[src/rtl/apb_master.sv]
// Bridge from the core's single-request bus port to a four-window APB fabric (IDLE/SETUP/ACCESS).
// Optional macro APB_TIMEOUT_EN forces completion with 32'hDEAD_BEEF after TIMEOUT_CYCLES ACCESS cycles.
module apb_master #(
  parameter logic [31:0] BASE_ADDR      = 32'h1000_0000,
  parameter int          TIMEOUT_CYCLES = 16
) (
  input  logic        clk,
  input  logic        reset,
  input  logic        transfer,
  input  logic [31:0] busAddr,
  input  logic        busWe,
  input  logic [31:0] busWData,
  input  logic [2:0]  strb,
  output logic [31:0] busRData,
  output logic        ready,
  output logic [31:0] PADDR,
  output logic [31:0] PWDATA,
  output logic        PWRITE,
  output logic [3:0]  PSTRB,
  output logic        PENABLE,
  output logic [3:0]  PSEL,
  input  logic [31:0] PRDATA0,
  input  logic [31:0] PRDATA1,
  input  logic [31:0] PRDATA2,
  input  logic [31:0] PRDATA3,
  input  logic [3:0]  PREADY
);

  typedef enum logic [1:0] {IDLE = 2'd0, SETUP = 2'd1, ACCESS = 2'd2} state_t;

  state_t      state_reg, state_next;
  logic [3:0]  hit;
  logic [1:0]  hit_idx;
  logic [3:0]  psel_reg;
  logic [1:0]  sel_reg;
  logic [31:0] paddr_reg;
  logic [31:0] pwdata_reg;
  logic        pwrite_reg;
  logic [3:0]  pstrb_reg;
  logic [3:0]  lane_strb;
  logic [31:0] lane_data;
  logic [31:0] prdata_arr [4];
  logic        accept;
  logic        mapped;
  logic        slave_ready;
  logic        timeout;

  // Window compare wraps in the 20-bit page number, so it is a plain equality per window.
  genvar gi;
  generate
    for (gi = 0; gi < 4; gi++) begin : g_win
      assign hit[gi] = (busAddr[31:12] == BASE_ADDR[31:12] + 20'(gi));
    end
  endgenerate

  always_comb begin
    hit_idx = 2'd0;
    for (int i = 0; i < 4; i++) begin
      if (hit[i]) hit_idx = 2'(i);
    end
  end

  always_comb begin
    lane_strb = 4'b0000;
    lane_data = busWData;
    case (strb[1:0])
      2'b00: begin
        lane_strb = 4'b0001 << busAddr[1:0];
        lane_data = {4{busWData[7:0]}};
      end
      2'b01: begin
        lane_strb = 4'b0011 << {busAddr[1], 1'b0};
        lane_data = {2{busWData[15:0]}};
      end
      default: lane_strb = 4'b1111;
    endcase
    if (!busWe) lane_strb = 4'b0000;
  end

  assign prdata_arr[0] = PRDATA0;
  assign prdata_arr[1] = PRDATA1;
  assign prdata_arr[2] = PRDATA2;
  assign prdata_arr[3] = PRDATA3;

  assign accept      = (state_reg == IDLE) && transfer;
  assign mapped      = |psel_reg;
  assign slave_ready = PREADY[sel_reg];

`ifdef APB_TIMEOUT_EN
  localparam int CW = $clog2(TIMEOUT_CYCLES) + 1;
  logic [CW-1:0] count_reg;
  logic          unused_strb;

  assign unused_strb = strb[2];
  assign timeout     = mapped && !slave_ready && (count_reg == CW'(TIMEOUT_CYCLES - 1));

  always_ff @(posedge clk) begin
    if (reset || accept) begin
      count_reg <= '0;
    end else if (state_reg == ACCESS) begin
      if (ready)                     count_reg <= '0;
      else if (mapped && !slave_ready) count_reg <= count_reg + 1'b1;
    end
  end
`else
  logic unused_cfg;
  assign unused_cfg = strb[2] ^ (TIMEOUT_CYCLES > 0);
  assign timeout    = 1'b0;
`endif

  always_comb begin
    state_next = state_reg;
    ready      = 1'b0;
    busRData   = 32'h0;
    case (state_reg)
      IDLE:  if (transfer) state_next = SETUP;
      SETUP: state_next = ACCESS;
      ACCESS: begin
        // Unmapped requests have no slave to wait on and return zero data.
        if (!mapped) begin
          ready = 1'b1;
        end else begin
          busRData = prdata_arr[sel_reg];
          if (slave_ready) begin
            ready = 1'b1;
          end else if (timeout) begin
            ready    = 1'b1;
            busRData = 32'hDEAD_BEEF;
          end
        end
        if (ready) state_next = IDLE;
      end
      default: state_next = IDLE;
    endcase
  end

  always_ff @(posedge clk) begin
    if (reset) begin
      state_reg  <= IDLE;
      psel_reg   <= 4'b0000;
      sel_reg    <= 2'd0;
      paddr_reg  <= 32'h0;
      pwdata_reg <= 32'h0;
      pwrite_reg <= 1'b0;
      pstrb_reg  <= 4'b0000;
    end else begin
      state_reg <= state_next;
      if (accept) begin
        psel_reg   <= hit;
        sel_reg    <= hit_idx;
        paddr_reg  <= busAddr;
        pwdata_reg <= lane_data;
        pwrite_reg <= busWe;
        pstrb_reg  <= lane_strb;
      end
    end
  end

  assign PADDR   = paddr_reg;
  assign PWDATA  = pwdata_reg;
  assign PWRITE  = pwrite_reg;
  assign PSTRB   = pstrb_reg;
  assign PENABLE = (state_reg == ACCESS);
  assign PSEL    = (state_reg == IDLE) ? 4'b0000 : psel_reg;

endmodule

[config.mk]
export PLATFORM = sky130hd
export DESIGN_NAME = apb_master
export DESIGN_NICKNAME = d
export VERILOG_FILES = /design/src/rtl/apb_master.sv
export SDC_FILE = /design/constraint.sdc
export NUM_CORES = 1
export LEC_CHECK = 0
export ABC_AREA = 1
export ABC_CLOCK_PERIOD_IN_PS = 1990
export CORE_MARGIN = 5
export CORE_UTILIZATION = 30
export CTS_BUF_LIST = sky130_fd_sc_hd__clkbuf_4
export DETAILED_ROUTE_END_ITERATION = 7
export DONT_BUFFER_PORTS = 1
export PLACE_DENSITY = 0.53
export SYNTH_ARGS = -nofsm -noshare
export SYNTH_HDL_FRONTEND = slang
export SYNTH_SLANG_ARGS = --single-unit
[constraint.sdc]
create_clock -name clk -period 1.99 [get_ports clk]
set_input_delay 0.2985 -clock clk [delete_from_list [all_inputs] [get_ports clk]]
set_output_delay 0.2985 -clock clk [all_outputs]
set_load 0.01 [all_outputs]
Word-level counts from Yosys, hierarchy flattened
Cells that the tools add are included.
Operators by class
  magnitude comparators: 2
  reductions and logical operators: 5
  bitwise gates (word level): 1
  shifts and indexed selects: 2
  muxes and demuxes: 21
  equality and inequality tests: 9
Operator list (count)
  32-bit two-way mux: 4
  20-bit by 17-bit == test with 1-bit output, second input constant: 4
  32-bit binary-select mux with 2-bit select: 1
  32-bit one-hot mux with 2 select lines: 1
  2-bit two-way mux: 4
  4-bit two-way mux: 2
  4-bit one-hot mux with 2 select lines: 1
  1-bit two-way mux: 6
  2-bit one-hot mux with 3 select lines: 1
  2-bit by 1-bit == test with 1-bit output, second input constant: 2
  2-bit zero test: 2
  4-bit OR reduction: 1
  1-bit by 2-bit left shift with 4-bit output, first input constant: 1
  2-bit by 2-bit left shift with 4-bit output, first input constant: 1
  3-bit greater-or-equal comparator, second input constant: 1
  2-bit by 3-bit < comparator with 1-bit output, second input constant: 1
  2-bit NOT with 3-bit output: 1
  1-bit binary-select mux with 2-bit select: 1
  2-bit == test, second input constant: 1
  2-bit by 1-bit inequality test with 1-bit output, second input constant: 1
  2-bit inequality test, second input constant: 1
  2-bit AND reduction: 1
  1-bit logical AND: 1
Word-level totals
  word-level logic and storage cells: 47
  output and inout bits: 107
  input port bits: 203
  register bits after elaboration: 77

Longest topological paths before layout
Gate-level depths: netlist (run 1).
  depth in word-level cells: 7
  mapped depth: 8
  gate-level depth less buffers: 8

Least setup slack after synthesis (run 1)
Ideal clock, no wire load.
  path type: flip-flop to output port
  from: reg state_reg[1]
  to: out busRData[10]
  cell stages (with the launch flop): 6
  slack: 0.583 ns
  arrival: 1.108 ns
  path buffers: 1
  required time: 1.691 ns
  cells stage by stage: dfxtp_1 > inv_1 > nor2_2 > nand2_1 > buf_2 > a21oi_1
Between the ends
  longest elaborated chain between the ends: 2
Ends and longest elaborated chain
  from (decl): line 31  | state_t state_reg, state_next;
  from (signal assigned): line 147  | state_reg <= state_next;
  2-bit == test
  via PENABLE: line 20  | output logic PENABLE,
  32-bit two-way mux: line 115  | case (state_reg)
  to (decl): line 14  | output logic [31:0] busRData,
The timed path passes the listed nets, and every way through them passes these cells.

Final worst setup path (run 1)
  from: reg sel_reg[0]
  to: out busRData[12]
Between the ends
  longest elaborated chain between the ends: 6
Ends and longest elaborated chain
  from (decl): line 35  | logic [1:0] sel_reg;
  from (signal assigned): line 150  | sel_reg <= hit_idx;
  2-bit NOT with 3-bit output (not written as such): line 123  | busRData = prdata_arr[sel_reg];
  32-bit binary-select mux with 2-bit select: line 123
  32-bit two-way mux (not written as such) (2 in a row): line 123
  32-bit two-way mux: line 120  | if (!mapped) begin
  32-bit two-way mux: line 115
No other way between the ends. The select of a mux whose other input is x is not followed.

==> results.json, run 1 <==
{
  "die_w_um": 129,
  "pre_cts_ws_ns": 0.0707,
  "min_to": "PWDATA[29]",
  "synth_cell_type_count": 24,
  "total_power_uw": 3230,
  "rows": 43,
  "slew_viol_final": 0,
  "synthCells": 674,
  "cp.required_ns": 1.69,
  "antenna_found_initial": 0,
  "dr.pass1.iters": 5,
  "place.gp.congestion": 0.805,
  "avgViaCountPerCell": 5.28,
  "p_leak_uw": 0.00219,
  "grt_max_degree": 57,
  "hp-start": "busWData[5]",
  "status": "finished, violations left",
  "die_h_um": 129,
  "clkSlewWorstSetupHoldPaths_ns": 0.15,
  "ant_nets": 0,
  "synth-seq-cells": 77,
  "start_kind": "register",
  "cts.path.max_buffers": 2,
  "antenna_cells": 0,
  "grt_pass1_wl_um": 23200,
  "cts-buffers-inserted": 9,
  "fin_ws_ns": -0.0601,
  "syn_area_um2": 4250,
  "powerDensity_nw_per_um2": 582,
  "cp-end-kind": "output port",
  "r2r-end": "PWDATA[17]",
  "drc_errors": 0,
  "routed-via-count": 4812,
  "setup_tns_ns": -0.0850,
  "setup_viol": 2,
  "layout_common_cells": "210 x nor2_1, 78 x o21ai_0, 73 x dfxtp_1, 72 x nand2_1, 50 x o21ai_1",
  "max_freq_mhz": 488,
  "whs_ns": 0.0326,
  "place_hpwl_um": 12100,
  "crit_path_max_incr_delay_ns": 0.41,
  "avgSynthCellArea_um2": 6.30,
  "min_period_ns": 2.05,
  "cts_sinks": 77,
  "root_buffer": "clkbuf_4",
  "dp.cells": 830,
  "grt.total_usage_pct": 17.5,
  "die-area_um2": 16600,
  "fin_skew_ns": 0.0162,
  "stdcell_count": 911,
  "grt_pass1_vias": 4401,
  "fin_nets": 929,
  "final_common_cell": "nor2_1",
  "core_um2": 13900,
  "path_max_fanout": 5,
  "crit_type": "register to output port",
  "fill_cells": 1438,
  "rsz0062_at_grt": "true",
  "cts_tree": "built",
  "finalCritPeriodShare_pct": 103,
  "yosys_warnings": 0,
  "irDropWorstVdd_mv": 0.368,
  "port_buffers": 0,
  "syn_nets": 877,
  "relSlewSlack_pct": 69.6,
  "syn_to_final_growth_pct": 30.4,
  "seq_area_frac_synth_pct": 36.3,
  "totalWireLength_um": 17300,
  "clock_latency_ns": 0.43,
  "drtIter0Drc": 321,
  "drive_gt1_share_pct": 15.9,
  "io_pins": 310,
  "tightest_slew_ns": 0.455,
  "gr-total-overflow": 0,
  "cp_common_cell": "buf_6",
  "crit_arrival_ns": 1.75,
  "htree_levels": 3,
  "crit_start": "sel_reg[0]",
  "whs_path_depth": 2,
  "initial_core_util_pct": 30.6,
  "wl_per_cell_um": 19.0,
  "drv_cap": 0,
  "failed_checks": "negative setup slack",
  "path_cells": "buf_6 -> buf_6 -> buf_6 -> nor2_2 -> nor2_1 -> o21ai_1 -> a21oi_1 -> buf_4",
  "hold_viol": 0,
  "rrSetupSlack_ns": 0.17,
  "worstReg2RegStart": "state_reg[0]",
  "cpMaxStageDelayCell": "dfxtp_4",
  "r2r_cells": 7,
  "min-delay-path-class": "input port to register"
}
metal layers:
| layer | routed length [um] | track usage [%] | vias to the layer above |
|---|---|---|---|
| li1 | - | - | 2321 |
| met3 | 1980 | 6.51 | 26 |
| met5 | 0 | 0 | - |
| met4 | 250 | 4.51 | 0 |
| met2 | 8940 | 32.3 | 275 |
| met1 | 6170 | 18.8 | 2190 |
how the worst max path moves through the flow:
stage	slack (ns)	to	cells after the start
3_3_place_gp	0.14	busRData[16]	5
6_report	-0.06	busRData[12]	8
2_1_floorplan	0.58	busRData[10]	5
4_1_cts	-0.04	busRData[2]	6
5_1_grt	-0.13	busRData[20]	7
3_5_place_dp	0.07	busRData[16]	5
layout make-up:
cell class                 count  area, um2  area share (%)
clock inverter                 7       58.8            1.06
clock buffer                   9       67.6            1.22
multi-input combinational    524       2490            45.0
inverter                      22        105            1.90
timing repair buffer          92       1040            18.8
sequential                    77       1550            28.0
tap                          180        225            4.07
cells in the mapped netlist:
cell type | n | area [um2]
a21boi_0 | 1 | 7.51
a21oi_1 | 57 | 285
a31oi_1 | 23 | 144
buf_1 | 2 | 7.51
buf_2 | 19 | 95.1
buf_4 | 6 | 45.0
buf_6 | 7 | 78.8
clkbuf_1 | 13 | 48.8
clkbuf_2 | 4 | 20.0
dfxtp_1 | 77 | 1540
inv_1 | 20 | 75.1
inv_2 | 1 | 3.75
inv_4 | 1 | 6.26
nand2_1 | 74 | 278
nand2_4 | 1 | 11.3
nand3_1 | 6 | 30.0
nand3_2 | 1 | 10.0
nand4_1 | 3 | 18.8
nor2_1 | 218 | 818
nor2_2 | 4 | 25.0
nor2_4 | 3 | 33.8
nor3_1 | 1 | 5.00
o21ai_0 | 118 | 591
o21ai_1 | 14 | 70.1
critical path, delay by kind of cell (launching register included):
family / cells / cell delay [ns]
flip-flops: 1 / 0.41
AO/OA/AOI/OAI: 2 / 0.30
AND/OR/NAND/NOR: 2 / 0.14
buffers and inverters: 4 / 0.47
power by group:
part / internal [uW] / switching, uW / total, uW
clock: 275 / 628 / 904
combinational: 223 / 286 / 509
sequential: 1660 / 151 / 1810
total: 2160 / 1070 / 3230
cells by family (layout without fill, tap and decap cells):
kind of cell           Yosys count  count (layout)  share of synthesized area (%)
buffers and inverters           73             130                           8.95
AOI/OAI and AO/OA              213             213                           25.8
DFF                             77              77                           36.3
and+or+nand+nor                311             311                           28.9
what timing repair did:
action | in CTS | in global routing
hold buffers | 41 | 4
hold endpoints to repair | 57 | 4
gates cloned | 0 | 8
pin swaps | 9 | 23
buffers inserted | 7 | 5
resized for setup | 22 | 91
endpoints found under the setup margin | 33 | 38
metrics by stage:
step | instance area, um2 | util (%)
6_report | 5540 | 39.9
3_5_place_dp | 4420 | 31.8
4_1_cts | 5080 | 36.6
3_3_place_gp | 4420 | 31.8
5_1_grt | 5540 | 39.9
2_1_floorplan | 4250 | -
No activity file was read; power rests on OpenSTA's default activity.
==> run 2: changes to the inputs <==
--- a/config.mk
+++ b/config.mk
@@ -7,12 +7,12 @@
 export LEC_CHECK = 0
 export ABC_AREA = 1
 export ABC_CLOCK_PERIOD_IN_PS = 1990
-export CORE_MARGIN = 5
-export CORE_UTILIZATION = 30
+export CORE_AREA = 5 5 118 120
 export CTS_BUF_LIST = sky130_fd_sc_hd__clkbuf_4
 export DETAILED_ROUTE_END_ITERATION = 7
+export DIE_AREA = 0 0 123 125
 export DONT_BUFFER_PORTS = 1
-export PLACE_DENSITY = 0.53
+export PLACE_DENSITY = 0.56
 export SYNTH_ARGS = -nofsm -noshare
 export SYNTH_HDL_FRONTEND = slang
 export SYNTH_SLANG_ARGS = --single-unit
==> run 2 against run 1 <==
The flow now finishes without violations. Clock skew is 0.0060 ns lower. Largest cell class unchanged. Highest routed layer unchanged. First-iteration DRC count fell by 33%. Clock power grew 9.5%. Total power up 2.5%.
==> results.json, run 2 (same netlist as run 1, synthesis figures left out) <==
{
  "status": "completed",
  "final_common_cell": "nor2_1",
  "pre_cts_ws_ns": 0.188,
  "routed-via-count": 4814,
  "rsz0062_at_grt": "true",
  "gr-total-overflow": 0,
  "fin_nets": 929,
  "max_freq_mhz": 503,
  "drv_cap": 0,
  "min-delay-path-class": "input port to register",
  "place_hpwl_um": 11800,
  "p_leak_uw": 0.00219,
  "hold_viol": 0,
  "core_um2": 12900,
  "drive_gt1_share_pct": 16.1,
  "root_buffer": "clkbuf_4",
  "cts_sinks": 77,
  "fin_skew_ns": 0.0102,
  "crit_type": "register to output port",
  "start_kind": "register",
  "path_cells": "buf_12 -> clkinvlp_4 -> buf_4 -> nor2_1 -> o21ai_1 -> a21oi_2",
  "path_max_fanout": 5,
  "critPathBufInv": 3,
  "crit_path_max_incr_delay_ns": 0.41,
  "cts-buffers-inserted": 9,
  "rows": 42,
  "rrSetupSlack_ns": 0.15,
  "dr.pass1.iters": 5,
  "cts.path.max_buffers": 2,
  "finalCritPeriodShare_pct": 99.9,
  "clock_latency_ns": 0.42,
  "totalWireLength_um": 17100,
  "grt_pass1_wl_um": 23600,
  "whs_ns": 0.0397,
  "port_buffers": 0,
  "cpMaxStageDelayCell": "dfxtp_4",
  "antenna_cells": 0,
  "die-area_um2": 15400,
  "die_w_um": 123,
  "fin_ws_ns": 0.00297,
  "drtIter0Drc": 216,
  "drc_errors": 0,
  "relSlewSlack_pct": 68.2,
  "wl_per_cell_um": 18.8,
  "die_h_um": 125,
  "grt_pass1_vias": 4638,
  "gr-usage-met1_pct": 18.8,
  "crit_family": "buffers and inverters",
  "layout_common_cells": "210 x nor2_1, 86 x o21ai_0, 72 x dfxtp_1, 70 x nand2_1, 44 x o21ai_1",
  "grt.total_usage_pct": 19.4,
  "crit_arrival_ns": 1.69,
  "ant_nets": 0,
  "met3_usage_pct": 7.00,
  "grt-busiest-layer": "met2",
  "htree_levels": 3,
  "tightest_slew_ns": 0.475,
  "io_pins": 310,
  "whs_path_depth": 2,
  "initial_core_util_pct": 33.0,
  "min_to": "PADDR[5]",
  "dp.cells": 832,
  "cp.required_ns": 1.69,
  "r2r-end": "PWDATA[21]",
  "powerDensity_nw_per_um2": 601,
  "post-route-util_pct": 42.8,
  "slew_viol_final": 0,
  "syn_to_final_growth_pct": 29.5,
  "cp-end-kind": "output port",
  "min_period_ns": 1.99,
  "cts_tree": "built",
  "avgViaCountPerCell": 5.31,
  "worstReg2RegStart": "state_reg[0]",
  "place.gp.congestion": 0.791,
  "total_power_uw": 3310,
  "irDropWorstVdd_mv": 0.451,
  "clkSlewWorstSetupHoldPaths_ns": 0.14,
  "met2_usage_pct": 35.7,
  "antenna_found_initial": 0,
  "hp-start": "busAddr[5]",
  "stdcell_count": 907,
  "setup_viol": 0,
  "r2r_cells": 7,
  "grt_max_degree": 46
}
run 2: final cells by class:
class	instances	area [um2]
Multi-Input combinational cell	524	2440
Timing Repair Buffer	90	1020
Clock buffer	10	75.1
Clock inverter	6	71.3
Inverter	22	106
Tap cell	176	220
Sequential cell	77	1550
Timing Repair inverter	2	15.0
Fill cell	1328	7370
run 2: routing by layer:
metal / vias up / part of all wire (%)
met4: 0 / 3.6
met5: - / 0
li1: 2330 / -
met2: 268 / 51
met3: 42 / 12
met1: 2174 / 34
run 2: how the worst max path moves through the flow:
stage / startpoint / to / slack, ns / depth (start not counted)
final: sel_reg[1] / busRData[20] / 0.003 / 6
after global routing: sel_reg[0] / busRData[1] / -0.09 / 6
after CTS: sel_reg[0] / busRData[24] / -0.03 / 6
after detailed placement: sel_reg[1] / busRData[23] / 0.19 / 6
after global placement: sel_reg[1] / busRData[24] / 0.23 / 6
after floorplan: state_reg[1] / busRData[10] / 0.58 / 5
run 2: report_power, final:
group / internal (uW) / switching [uW]
sequential: 1660 / 151
combinational: 214 / 290
clock: 410 / 580
run 2: repair_timing:
| item | CTS | global route |
|---|---|---|
| setup buffers | 4 | 4 |
| hold endpoints to repair | 52 | 9 |
| pin swaps | 3 | 13 |
| hold buffers | 34 | 9 |
| gates resized for setup | 16 | 84 |
| setup endpoints to repair | 33 | 35 |
| gates cloned | 4 | 5 |
run 2: stage by stage:
stage | TNS [ns] | area (um2)
after global placement | 0 | 4460
after CTS | -0.381 | 5120
after global routing | -1.21 | 5500
final | 0 | 5500
after floorplan | 0 | 4250
after detailed placement | 0 | 4460
